--- src/rtl/crc_pkg.sv ---
// Shared constants and FSM state type for the serial CRC-8 checker and generator.
package crc_pkg;

  localparam int CRC_W = 8;
  localparam int CNT_W = $clog2(CRC_W);

  localparam logic [CRC_W-1:0] CRC_SEED_DEF = 8'hD8;
  localparam logic [CRC_W-1:0] CRC_TAPS_DEF = 8'hC4;

  typedef enum logic [1:0] {
    S_IDLE,
    S_DATA,
    S_CHECK,
    S_REPORT
  } crc_state_e;

endpackage

--- src/rtl/crc8_lfsr.sv ---
// CRC-8 LFSR register with seed load, message step and zero-fill shift controls.
// load_i together with step_i steps from SEED, so a frame starts in a single cycle.
module crc8_lfsr
  import crc_pkg::*;
#(
  parameter logic [CRC_W-1:0] SEED = CRC_SEED_DEF,
  parameter logic [CRC_W-1:0] TAPS = CRC_TAPS_DEF
) (
  input  logic             clk,
  input  logic             rst,
  input  logic             load_i,
  input  logic             step_i,
  input  logic             shift_i,
  input  logic             data_i,
  output logic [CRC_W-1:0] lfsr_o
);

  logic [CRC_W-1:0] lfsr_q;
  logic [CRC_W-1:0] lfsr_d;
  logic [CRC_W-1:0] lfsrBase;
  logic             feedback;

  // Step wins over shift; the top never requests both in one cycle.
  always_comb begin
    lfsrBase = load_i ? SEED : lfsr_q;
    feedback = lfsrBase[0] ^ data_i;
    lfsr_d   = lfsrBase;
    if (step_i) begin
      lfsr_d          = (lfsrBase >> 1) ^ (feedback ? TAPS : '0);
      lfsr_d[CRC_W-1] = feedback;
    end else if (shift_i) begin
      lfsr_d = lfsrBase >> 1;
    end
  end

  always_ff @(posedge clk or negedge rst) begin
    if (!rst) begin
      lfsr_q <= SEED;
    end else begin
      lfsr_q <= lfsr_d;
    end
  end

  assign lfsr_o = lfsr_q;

endmodule

--- config.mk ---
export PLATFORM = sky130hd
export DESIGN_NAME = crc8_lfsr
export DESIGN_NICKNAME = d
export VERILOG_FILES = /design/src/rtl/crc_pkg.sv /design/src/rtl/crc8_lfsr.sv
export SDC_FILE = /design/constraint.sdc
export NUM_CORES = 1
export LEC_CHECK = 0
export ABC_AREA = 0
export ABC_CLOCK_PERIOD_IN_PS = 1300
export CORE_AREA = 2 2 39 41
export DETAILED_ROUTE_END_ITERATION = 8
export DIE_AREA = 0 0 41 43
export PLACE_DENSITY = 0.74
export SLEW_MARGIN = 30
export SYNTH_ARGS = -nofsm -noshare
export SYNTH_HDL_FRONTEND = slang
export SYNTH_SLANG_ARGS = --single-unit
--- constraint.sdc ---
create_clock -name clk -period 1.3 [get_ports clk]
set_clock_uncertainty 0.15 [all_clocks]
set_input_delay 0.26 -clock clk [delete_from_list [all_inputs] [get_ports clk]]
set_output_delay 0.26 -clock clk [all_outputs]
set_load 0.005 [all_outputs]
# After elaboration in Yosys (flattened, before gate mapping)
# Cells that the tools add are included.
dict set report totals {
  ff_bits 8
  latch_bits 0
  mem_bits_rw 0
  rom_bits 0
  word_cells 7
  mem_count 0
}
dict set report classes {
  n_addsub 0
  mul 0
  div_mod_pow 0
  order_cmp 0
  n_eq_ne 0
  shifts 0
  n_mux 4
  bitwise 2
  reduce_logical 0
}
# cell n
set ops {}
lappend ops {{8-bit 2-to-1 mux} 3}
lappend ops {{7-bit 2-to-1 mux} 1}
lappend ops {{7-bit XOR} 1}
lappend ops {{1-bit XOR} 1}

# Longest topological paths before layout
# Gate-level depths: netlist of run 1.
dict set report logic_depth {
  depth_word 5
  ltp_mapped 5
  mapped_depth_nobuf 4
}

# Least setup slack after synthesis of run 1
# Ideal clock, no wire load.
dict set report synth_timing {
  path_type {flip-flop to flip-flop}
  start {reg lfsr_q[0] (netlist: lfsr_o[0])}
  end {reg lfsr_q[2] (netlist: lfsr_o[2])}
  t_arrival_ps 1080
  t_required_ps 1023
  slack_ps -57
  stages_incl_launch_ff 5
  path_buffers 0
  cell_sequence {dfrtp_1 -> xor2_1 -> a211o_1 -> a22oi_2 -> a31oi_1}
}
dict set report synth_between {
  elab_chain_len 5
}
# item line
set synth_rtl {}
lappend synth_rtl {{start: declaration} crc8_lfsr.sv:18} ;# logic [CRC_W-1:0] lfsr_q;
lappend synth_rtl {{start signal: assignment} crc8_lfsr.sv:40} ;# lfsr_q <= lfsr_d;
lappend synth_rtl {{8-bit 2-to-1 mux} crc8_lfsr.sv:25} ;# lfsrBase = load_i ? SEED : lfsr_q;
lappend synth_rtl {{1-bit XOR} crc8_lfsr.sv:26} ;# feedback = lfsrBase[0] ^ data_i;
lappend synth_rtl {{7-bit 2-to-1 mux} crc8_lfsr.sv:29} ;# lfsr_d = (lfsrBase >> 1) ^ (feedback ? TAPS : '0);
lappend synth_rtl {{7-bit XOR} crc8_lfsr.sv:29}
lappend synth_rtl {{8-bit 2-to-1 mux} crc8_lfsr.sv:28} ;# if (step_i) begin
lappend synth_rtl {{named net lfsr_d[2]} crc8_lfsr.sv:19} ;# logic [CRC_W-1:0] lfsr_d;
# The timed path passes the listed nets, and every way through them passes these cells.

# Final worst setup path of run 1
# Same ends and word-level chain as after synthesis.

==> results of run 1 <==
## synthesized netlist by cell type (2+ instances only)
master	number	area share, %
a211o_1	2	3.8
a21oi_1	3	3.3
a31oi_1	2	2.7
dfrtp_1	4	22
dfstp_2	4	23
nand2_1	2	1.6
nor2b_1	2	2.7
o21ai_0	4	4.3
xor2_1	2	3.8
## where the power goes
group          leakage, nW  switching [mW]  internal [mW]
combinational        0.222          0.0866          0.125
sequential          0.0898          0.0152          0.285
clock               0.0150          0.0910          0.118
total                0.327           0.193          0.527
## cells in the final DEF, fill, tap and decap left out, types with 2 or more instances in the layout
master	synthesis	routed
a21oi_1	3	3
o21ai_0	4	4
buf_4	1	14
nor2b_1	2	2
nand2_1	2	2
buf_2	0	4
clkdlybuf4s50_1	0	3
buf_6	1	3
a31oi_1	2	2
dfrtp_1	4	3
a211o_1	2	2
dfstp_2	4	4
clkdlybuf4s15_1	0	2
xor2_1	2	2
dlygate4sd2_1	0	3
clkbuf_4	0	3
## cell type report
type                            instances  area [sq um]
Multi-Input combinational cell         31         237.7
Timing Repair Buffer                   30         240.2
Clock buffer                            4         26.28
Fill cell                             136         653.1
Sequential cell                         8         206.4
Tap cell                               16         20.02
## critical path: cells and delay by family (launching register included)
family / cells / cell delay, ns
AO/OA/AOI/OAI: 3 / 0.47
flip-flops: 1 / 0.42
XOR/XNOR: 1 / 0.13
buffers and inverters: 1 / 0.13
## cells by family (layout without fill, tap and decap cells)
family / after synthesis / in the layout / synth area share, %
compound gates: 17 / 17 / 27.64
xor+xnor: 2 / 2 / 3.795
buf+inv: 2 / 34 / 4.065
flops: 8 / 8 / 44.45
mux: 1 / 1 / 3.251
simple gates: 11 / 11 / 16.80
## final timing paths
path | depth (start not counted) | startpoint | slack, ns | endpoint
max | 5 | lfsr_o[0] | -0.13 | lfsr_o[2]
min | 1 | rst | 0.14 | lfsr_o[1]
max reg2reg | 5 | lfsr_o[0] | -0.13 | lfsr_o[2]
min reg2reg | 2 | lfsr_o[5] | 0.41 | lfsr_o[4]
max in group asynchronous | 1 | rst | 0.54 | lfsr_o[4]
min in group clk | 3 | shift_i | 0.39 | lfsr_o[1]
## per-layer routing
layer / GRT usage (%) / vias to the layer above / wire (um)
met4: 10.00 / 0 / 0
met3: 4.712 / 0 / 70
met1: 20.66 / 202 / 532
met2: 22.81 / 15 / 591
li1: - / 220 / -
met5: 0 / - / 0
## repair_timing
| action | CTS | global route |
|---|---|---|
| pin swaps | 1 | 1 |
| setup endpoints to repair | 13 | 8 |
| cloned | 1 | 0 |
| hold endpoints to repair | 0 | 0 |
| resized for setup | 27 | 2 |
| buffers inserted | 2 | 0 |
==> out/results.txt, run 1 <==
status: complete, but fails checks
failing checks: negative setup slack
Slew HR: 74.02%
Yosys cell types: 25
Post-synth EDFFs: 0
CTS H-tree depth: 1
post-layout min period: 1.431 ns
count of TritonRoute iterations in the first routing pass: 4
pre-CTS setup slack: -0.3879 ns
Root Buffer: clkbuf_4
die height: 43 um
slowest CP cell: dfrtp_2
PD cells: 985.2 nW/um^2
fin util: 52.80%
Synth Net Count: 47
Die ar.: 1763 sq um
Floorplan Core Area: 1384 sq um
final worst-path setup slack: -0.1307 ns
Post-Synthesis Cells: 41
drt initial violations: 6
total CTS buffers: 3
final hold slack: 0.1382 ns
Seq cells post-synth: 8
CTS sink cnt: 8
WS Path Type: flip-flop to flip-flop
Post-DRT Antenna Nets: 0
CTS clk-pin slew, worst paths: 0.06 ns
Tot Pwr: 0.7199 mW
vias per cell: 4.910
max reg flops: 8
Hold Vio Cnt, Final: 0
mean area per synthesized cell: 11.26 sq um
Initial Util: 33.36%
Hold Buf Count CTS: 0
Finished Layout Cells: 89
fmax: 698.9 MHz
row count: 14
nets: 80
Lkg Pwr: 0.3271 nW
I/O pins: 14
IO Port Bufs: 13
CP startpoint kind: flip-flop
Post-Syn Area: 461.7 sq um
WP data required: 1.28 ns
yosys warns: 0
Synth Flop Type: dfstp_2
max-cap violation count: 0
Setup violations, final: 4
Worst setup EP type: flip-flop
Post-synth ARST share: 100.0%
fraction of layout cells with a size suffix above 1: 50.68%
CTS tree: built
RSZ-0062 raised after global routing: yes
Die Wd: 41 um
sequential-to-total area share from yosys stat: 44.44%
maximum fanout along the worst path: 5
Final GP Congestion: 0.7336
max incr delay on CP: 0.42 ns
DRC: 0
vias in the first global route: 398
pin count of the biggest net entering global routing: 9
placed standard-cell area: 699.4 sq um
measured slew at the worst slew-check pin: 0.3885 ns
first-pass GRT wire length: 1835 um
WL/cell: 13.42 um
placed insts: 82
n_diodes: 0
Peak VDD IR: 565.3 uV
critical path arrival: 1.41 ns
final instance area: 730.7 sq um
GRT Overall Usage: 16.16%
TNS Setup: -0.1907 ns
Worst-Skew Late Latency: 0.26 ns
area grow syn2layout: 58.27%
Critical Path, Cell by Cell: buf_6 -> xor2_1 -> a211o_1 -> a22oi_2 -> a31oi_1
final max-slew violation count: 0
routed via count: 437
initial antenna violation count: 0
hpwl dp: 870.3 um
Post-Route WL: 1194 um
Hold/Removal Path Class: input pin to async pin
clock buffer depth: 2
grt ovf: 0
Final period util: 110.1%
(Power assumes the default switching activity.)
==> inputs of run 2 (changes only) <==
GPL_TIMING_DRIVEN = 0   (was unset)
==> run 2 against run 1 <==
Net effect:
- the flow still finishes with violations (negative setup slack)
- flip-flop and latch count did not move
- worst hold slack got worse by 0.0043 ns
- first-iteration DRC count fell by 50%
- critical endpoint unchanged
- highest routed layer unchanged
==> out/results.txt, run 2 (synthesized netlist as in run 1, its figures left out) <==
status: complete, but fails checks
failing checks: negative setup slack
hpwl dp: 725.5 um (-17%)
top routing layer in use: met3
routed via count: 413 (-5.5%)
Final GP Congestion: 0.6694 (-8.8%)
Die Wd: 41 um (unchanged)
IO Port Bufs: 13 (unchanged)
Hold Vio Cnt, Final: 0 (unchanged)
first-pass GRT wire length: 1759 um (-4.1%)
CTS clk-pin slew, worst paths: 0.05 ns (about the same)
commonest non-fill, non-tap cell in the layout: buf_6
maximum fanout along the worst path: 5 (unchanged)
I/O pins: 14 (unchanged)
DRC: 0 (unchanged)
vias per cell: 5.163 (+5.1%)
total CTS buffers: 3 (unchanged)
post-layout min period: 1.420 ns (-0.01062 ns)
wire length on met3: 66 um (-5.7%)
placed standard-cell area: 613.1 sq um (-12%)
initial antenna violation count: 0 (unchanged)
CTS tree: built
TNS Setup: -0.1672 ns (+0.02354 ns)
fin util: 49.55% (-3.3 points)
area grow syn2layout: 48.51%
drt initial violations: 3 (-3)
vias in the first global route: 385 (-3.3%)
WL/cell: 13.88 um (+3.4%)
nets: 71 (-11%)
CTS H-tree depth: 1 (unchanged)
Final period util: 109.2% (-0.82 points)
Post-DRT Antenna Nets: 0 (unchanged)
grt ovf: 0 (unchanged)
fraction of layout cells with a size suffix above 1: 45.31% (-5.4 points)
Hold/Removal Path Class: input pin to async pin
clock buffer depth: 2 (unchanged)
Floorplan Core Area: 1384 sq um (unchanged)
pin count of the biggest net entering global routing: 11 (+2)
Slew HR: 75.96% (+1.9 points)
final max-slew violation count: 0 (unchanged)
Worst-Skew Late Latency: 0.25 ns (about the same)
CP startpoint kind: flip-flop
CTS sink cnt: 8 (unchanged)
Hold Buf Count CTS: 0 (unchanged)
Peak VDD IR: 455.2 uV (-19%)
Root Buffer: clkbuf_4
final instance area: 685.7 sq um (-6.2%)
RSZ-0062 raised after global routing: yes
WP data required: 1.28 ns (about the same)
max-cap violation count: 0 (unchanged)
critical path arrival: 1.40 ns (about the same)
r2r endpoint: lfsr_o[2]
Lkg Pwr: 0.2922 nW (-11%)
worst reg2reg setup slack: -0.12 ns (about the same)
row count: 14 (unchanged)
PD cells: 1022 nW/um^2 (+3.7%)
fmax: 704.2 MHz (+0.75%)
Worst R2R Path Depth: 5 (unchanged)
count of TritonRoute iterations in the first routing pass: 4 (unchanged)
n_diodes: 0 (unchanged)
max reg flops: 8 (unchanged)
GRT Overall Usage: 15.07% (-1.1 points)
Worst setup EP type: flip-flop
Post-Route WL: 1110 um (-7.0%)
WS Path Type: flip-flop to flip-flop
most frequent cells in the layout: buf_6, buf_4, o21ai_0, dlygate4sd2_1, dfstp_2
final worst-path setup slack: -0.1201 ns (+0.01062 ns)
FF-to-FF Start: lfsr_o[0]
M1 WL: 510 um (-4.1%)
Initial Util: 33.36% (unchanged)
routed length on met2: 532 um (-10%)
die height: 43 um (unchanged)
Setup violations, final: 3 (-1)
Die ar.: 1763 sq um (unchanged)
measured slew at the worst slew-check pin: 0.3595 ns (-0.02895 ns)
## run 2: cell types whose count changed in the layout (fill, tap and decap cells not counted)
cell,delta
xor2_1,-1
clkdlybuf4s50_1,-1
buf_6,+3
xor2_2,+1
buf_4,-10
dlygate4sd2_1,+1
buf_2,-2
## run 2: cell type report
cell class	count	area, sq um
Clock buffer	4	26.28
Timing Repair Buffer	19	168.9
Tap cell	16	20.02
Sequential cell	8	206.4
Multi-Input combinational cell	31	245.2
Buffer	2	18.77
Fill cell	142	698.2
## run 2: per-layer routing
metal / global-route usage (%) / up-vias
met1: 21.89 / 202
met2: 20.31 / 12
met5: 0 / -
met3: 1.571 / 0
met4: 10.00 / 0
li1: - / 199
## run 2: worst max-delay path by stage
stage               startpoint   endpoint  slack, ns  depth (start not counted)
floorplan            lfsr_o[0]  lfsr_o[2]       0.01                          4
global placement       shift_i  lfsr_o[6]      -0.49                          4
detailed placement     shift_i  lfsr_o[6]      -0.49                          4
CTS                  lfsr_o[0]  lfsr_o[2]      -0.12                          5
global route         lfsr_o[0]  lfsr_o[2]      -0.16                          5
finish               lfsr_o[0]  lfsr_o[2]      -0.12                          5
## run 2: where the power goes
group | leakage (nW) | internal (mW) | total [mW] | switching [mW]
Clock | 0.0150 | 0.117 | 0.197 | 0.0802
Combinational | 0.187 | 0.116 | 0.199 | 0.0833
Sequential | 0.0898 | 0.285 | 0.305 | 0.0193
## run 2: metrics by stage
stage	std cells	setup WS, ns	hold WS (ns)	power (mW)
finish	80	-0.1201	0.1338	0.7007
global route	80	-0.1599	0.1573	0.7452
CTS	79	-0.1242	0.1269	0.7034
detailed placement	70	-0.4924	0.3913	0.4856
global placement	70	-0.4870	0.3864	0.4827
floorplan	41	0.01261	-0.1856	0.3917
## run 2: what timing repair did
item                       CTS  global route
gates resized for setup     30             3
setup endpoints to repair   13             9
buffers inserted             5             1
pin swaps                    3             2
## run 2: worst max-delay path, cell delays in order (launching register included)
cell and delay, ns:
dfrtp_2 0.42, buf_6 0.14, xor2_1 0.13, a211o_1 0.26
a22oi_2 0.14, a31oi_1 0.06
==> inputs of run 3 (changes only) <==
CELL_PAD_IN_SITES_DETAIL_PLACEMENT = 1   (was unset)
CELL_PAD_IN_SITES_GLOBAL_PLACEMENT = 1   (was unset)
CORE_AREA = unset   (was 2 2 39 41)
CORE_UTILIZATION = 30   (was unset)
DIE_AREA = unset   (was 0 0 41 43)
PLACE_DENSITY = 0.81   (was 0.74)
==> run 3 against run 2 <==
Net effect:
- the run still ends with negative setup slack left
- fmax is 1.1% higher
- first-iteration DRC count increased by 33%
- via count grew 5.6%
- die area is 3.6% lower
- critical path type unchanged
- largest power group unchanged
==> out/results.txt, run 3 (synthesized netlist as in run 1, its figures left out) <==
status: complete, but fails checks
failing checks: negative setup slack
fraction of layout cells with a size suffix above 1: 50.75% (+5.4 points)
first-pass GRT wire length: 2249 um (+28%)
CP startpoint kind: flip-flop
Post-Route WL: 1477 um (+33%)
drt initial violations: 4 (+1)
Slew HR: 73.01% (-2.9 points)
clock buffer depth: 2 (unchanged)
Die Wd: 41.23 um (+0.56%)
vias per cell: 5.317 (+3.0%)
Lkg Pwr: 0.3057 nW (+4.6%)
Die ar.: 1700 sq um (-3.6%)
nets: 74 (+4.2%)
FF/Latch Area: 206.4 sq um (unchanged)
max reg flops: 8 (unchanged)
count of TritonRoute iterations in the first routing pass: 2 (-2)
Switching Share: 28.34% (+2.3 points)
WP data required: 1.34 ns (+0.06 ns)
Tot Pwr: 0.7327 mW (+4.6%)
post-layout min period: 1.405 ns (-0.01513 ns)
Initial Util: 33.79% (+0.43 points)
CTS tree: built
internal power: 0.5251 mW (+1.4%)
RSZ-0062 raised after global routing: yes
IO Port Bufs: 13 (unchanged)
vias in the first global route: 475 (+23%)
PD cells: 1033 nW/um^2 (+1.1%)
WS Path Type: flip-flop to flip-flop
measured slew at the worst slew-check pin: 0.4036 ns (+0.04406 ns)
grt ovf: 0 (unchanged)
total CTS buffers: 3 (unchanged)
die height: 41.23 um (-4.1%)
initial antenna violation count: 0 (unchanged)
logic gate share of total power: 29.9% (+1.5 points)
WL/cell: 18.01 um (+30%)
GRT Overall Usage: 21.06% (+6.0 points)
commonest non-fill, non-tap cell in the layout: buf_4
most frequent cells in the layout: buf_4, buf_6, dfstp_2
critical path arrival: 1.45 ns (+0.05 ns)
r2r endpoint: lfsr_o[6]
Floorplan Core Area: 1366 sq um (-1.3%)
Fillers: 170 (+20%)
DRC: 0 (unchanged)
Hold Vio Cnt, Final: 0 (unchanged)
max-cap violation count: 0 (unchanged)
final worst-path setup slack: -0.1050 ns (+0.01513 ns)
CTS H-tree depth: 1 (unchanged)
Clock Power Share: 28.4% (+0.2 points)
pin count of the biggest net entering global routing: 11 (unchanged)
Peak VDD IR: 603.8 uV (+33%)
CTS clk-pin slew, worst paths: 0.07 ns (+0.02 ns)
I/O pins: 14 (unchanged)
fmax: 711.8 MHz (+1.1%)
Worst R2R Path Depth: 5 (unchanged)
part of the power in registers: 41.7% (-1.8 points)
row count: 13 (-1)
routed via count: 436 (+5.6%)
Net Sw Power: 0.2076 mW (+14%)
pre-CTS setup slack: -0.4735 ns (+0.01889 ns)
hpwl dp: 835.1 um (+15%)
Post-DRT Antenna Nets: 0 (unchanged)
area grow syn2layout: 53.66%
area occupied by multi-input gates: 252.7 sq um (+3.1%)
n_diodes: 0 (unchanged)
Final period util: 108.1% (-1.2 points)
placed standard-cell area: 611.8 sq um (-0.20%)
maximum fanout along the worst path: 4 (-1)
final max-slew violation count: 0 (unchanged)
worst reg2reg setup slack: -0.10 ns (+0.02 ns)
Hold/Removal Path Class: input pin to async pin
final instance area: 709.4 sq um (+3.5%)
CTS sink cnt: 8 (unchanged)
FF-to-FF Start: lfsr_o[0]
Root Buffer: clkbuf_4
Final GP Congestion: 0.7309 (+9.2%)
Worst setup EP type: flip-flop
Setup violations, final: 7 (+4)
Worst-Skew Late Latency: 0.26 ns (about the same)
## run 3: critical path: stages, from the launching register on
cell	delay [ns]
dfrtp_2	0.42
buf_6	0.13
buf_4	0.14
xor2_2	0.14
o22a_1	0.21
o21a_1	0.16
## run 3: how the worst max path moves through the flow
stage | depth (start not counted) | to | start
2_1_floorplan | 4 | lfsr_o[2] | lfsr_o[0]
3_3_place_gp | 4 | lfsr_o[6] | shift_i
3_5_place_dp | 4 | lfsr_o[6] | shift_i
4_1_cts | 5 | lfsr_o[2] | lfsr_o[0]
5_1_grt | 5 | lfsr_o[2] | lfsr_o[0]
6_report | 5 | lfsr_o[6] | lfsr_o[0]
## run 3: stage by stage
stage	setup TNS [ns]	hold slack, ns	cells	util (%)
floorplan	0	-0.1856	41	-
global placement	-2.862	0.3806	69	44.78
detailed placement	-3.085	0.4016	69	44.78
CTS	-0.2863	0.1529	81	50.27
global route	-0.6226	0.1508	82	51.92
finish	-0.3393	0.1463	82	51.92
## run 3: timing repair
action / CTS / global route
pin swaps: 4 / 3
hold buffers: 0 / 0
gates resized for setup: 32 / 5
setup endpoints to repair: 14 / 10
setup buffers: 8 / 1
## run 3: power groups by stage
stage	registers [mW]	clock network, mW	logic (mW)
2_1_floorplan	0.312	0	0.0797
6_report	0.306	0.208	0.219
3_5_place_dp	0.316	0	0.173
3_3_place_gp	0.315	0	0.169
4_1_cts	0.304	0.213	0.200
5_1_grt	0.308	0.225	0.238
## run 3: final cells by class
cell class | instances | area share [%]
repair buffers | 22 | 26.28
clock buffers | 4 | 3.704
well taps | 15 | 2.646
plain buffers | 2 | 2.646
multi-input cells | 31 | 35.63
flip-flops and latches | 8 | 29.10
## run 3: per-layer routing
metal | vias up | track usage [%] | wire (um)
met5 | - | 0 | 0
met4 | 0 | 6.452 | 0
met3 | 0 | 4.891 | 64
met2 | 16 | 33.20 | 738
met1 | 213 | 28.33 | 674
li1 | 207 | - | -
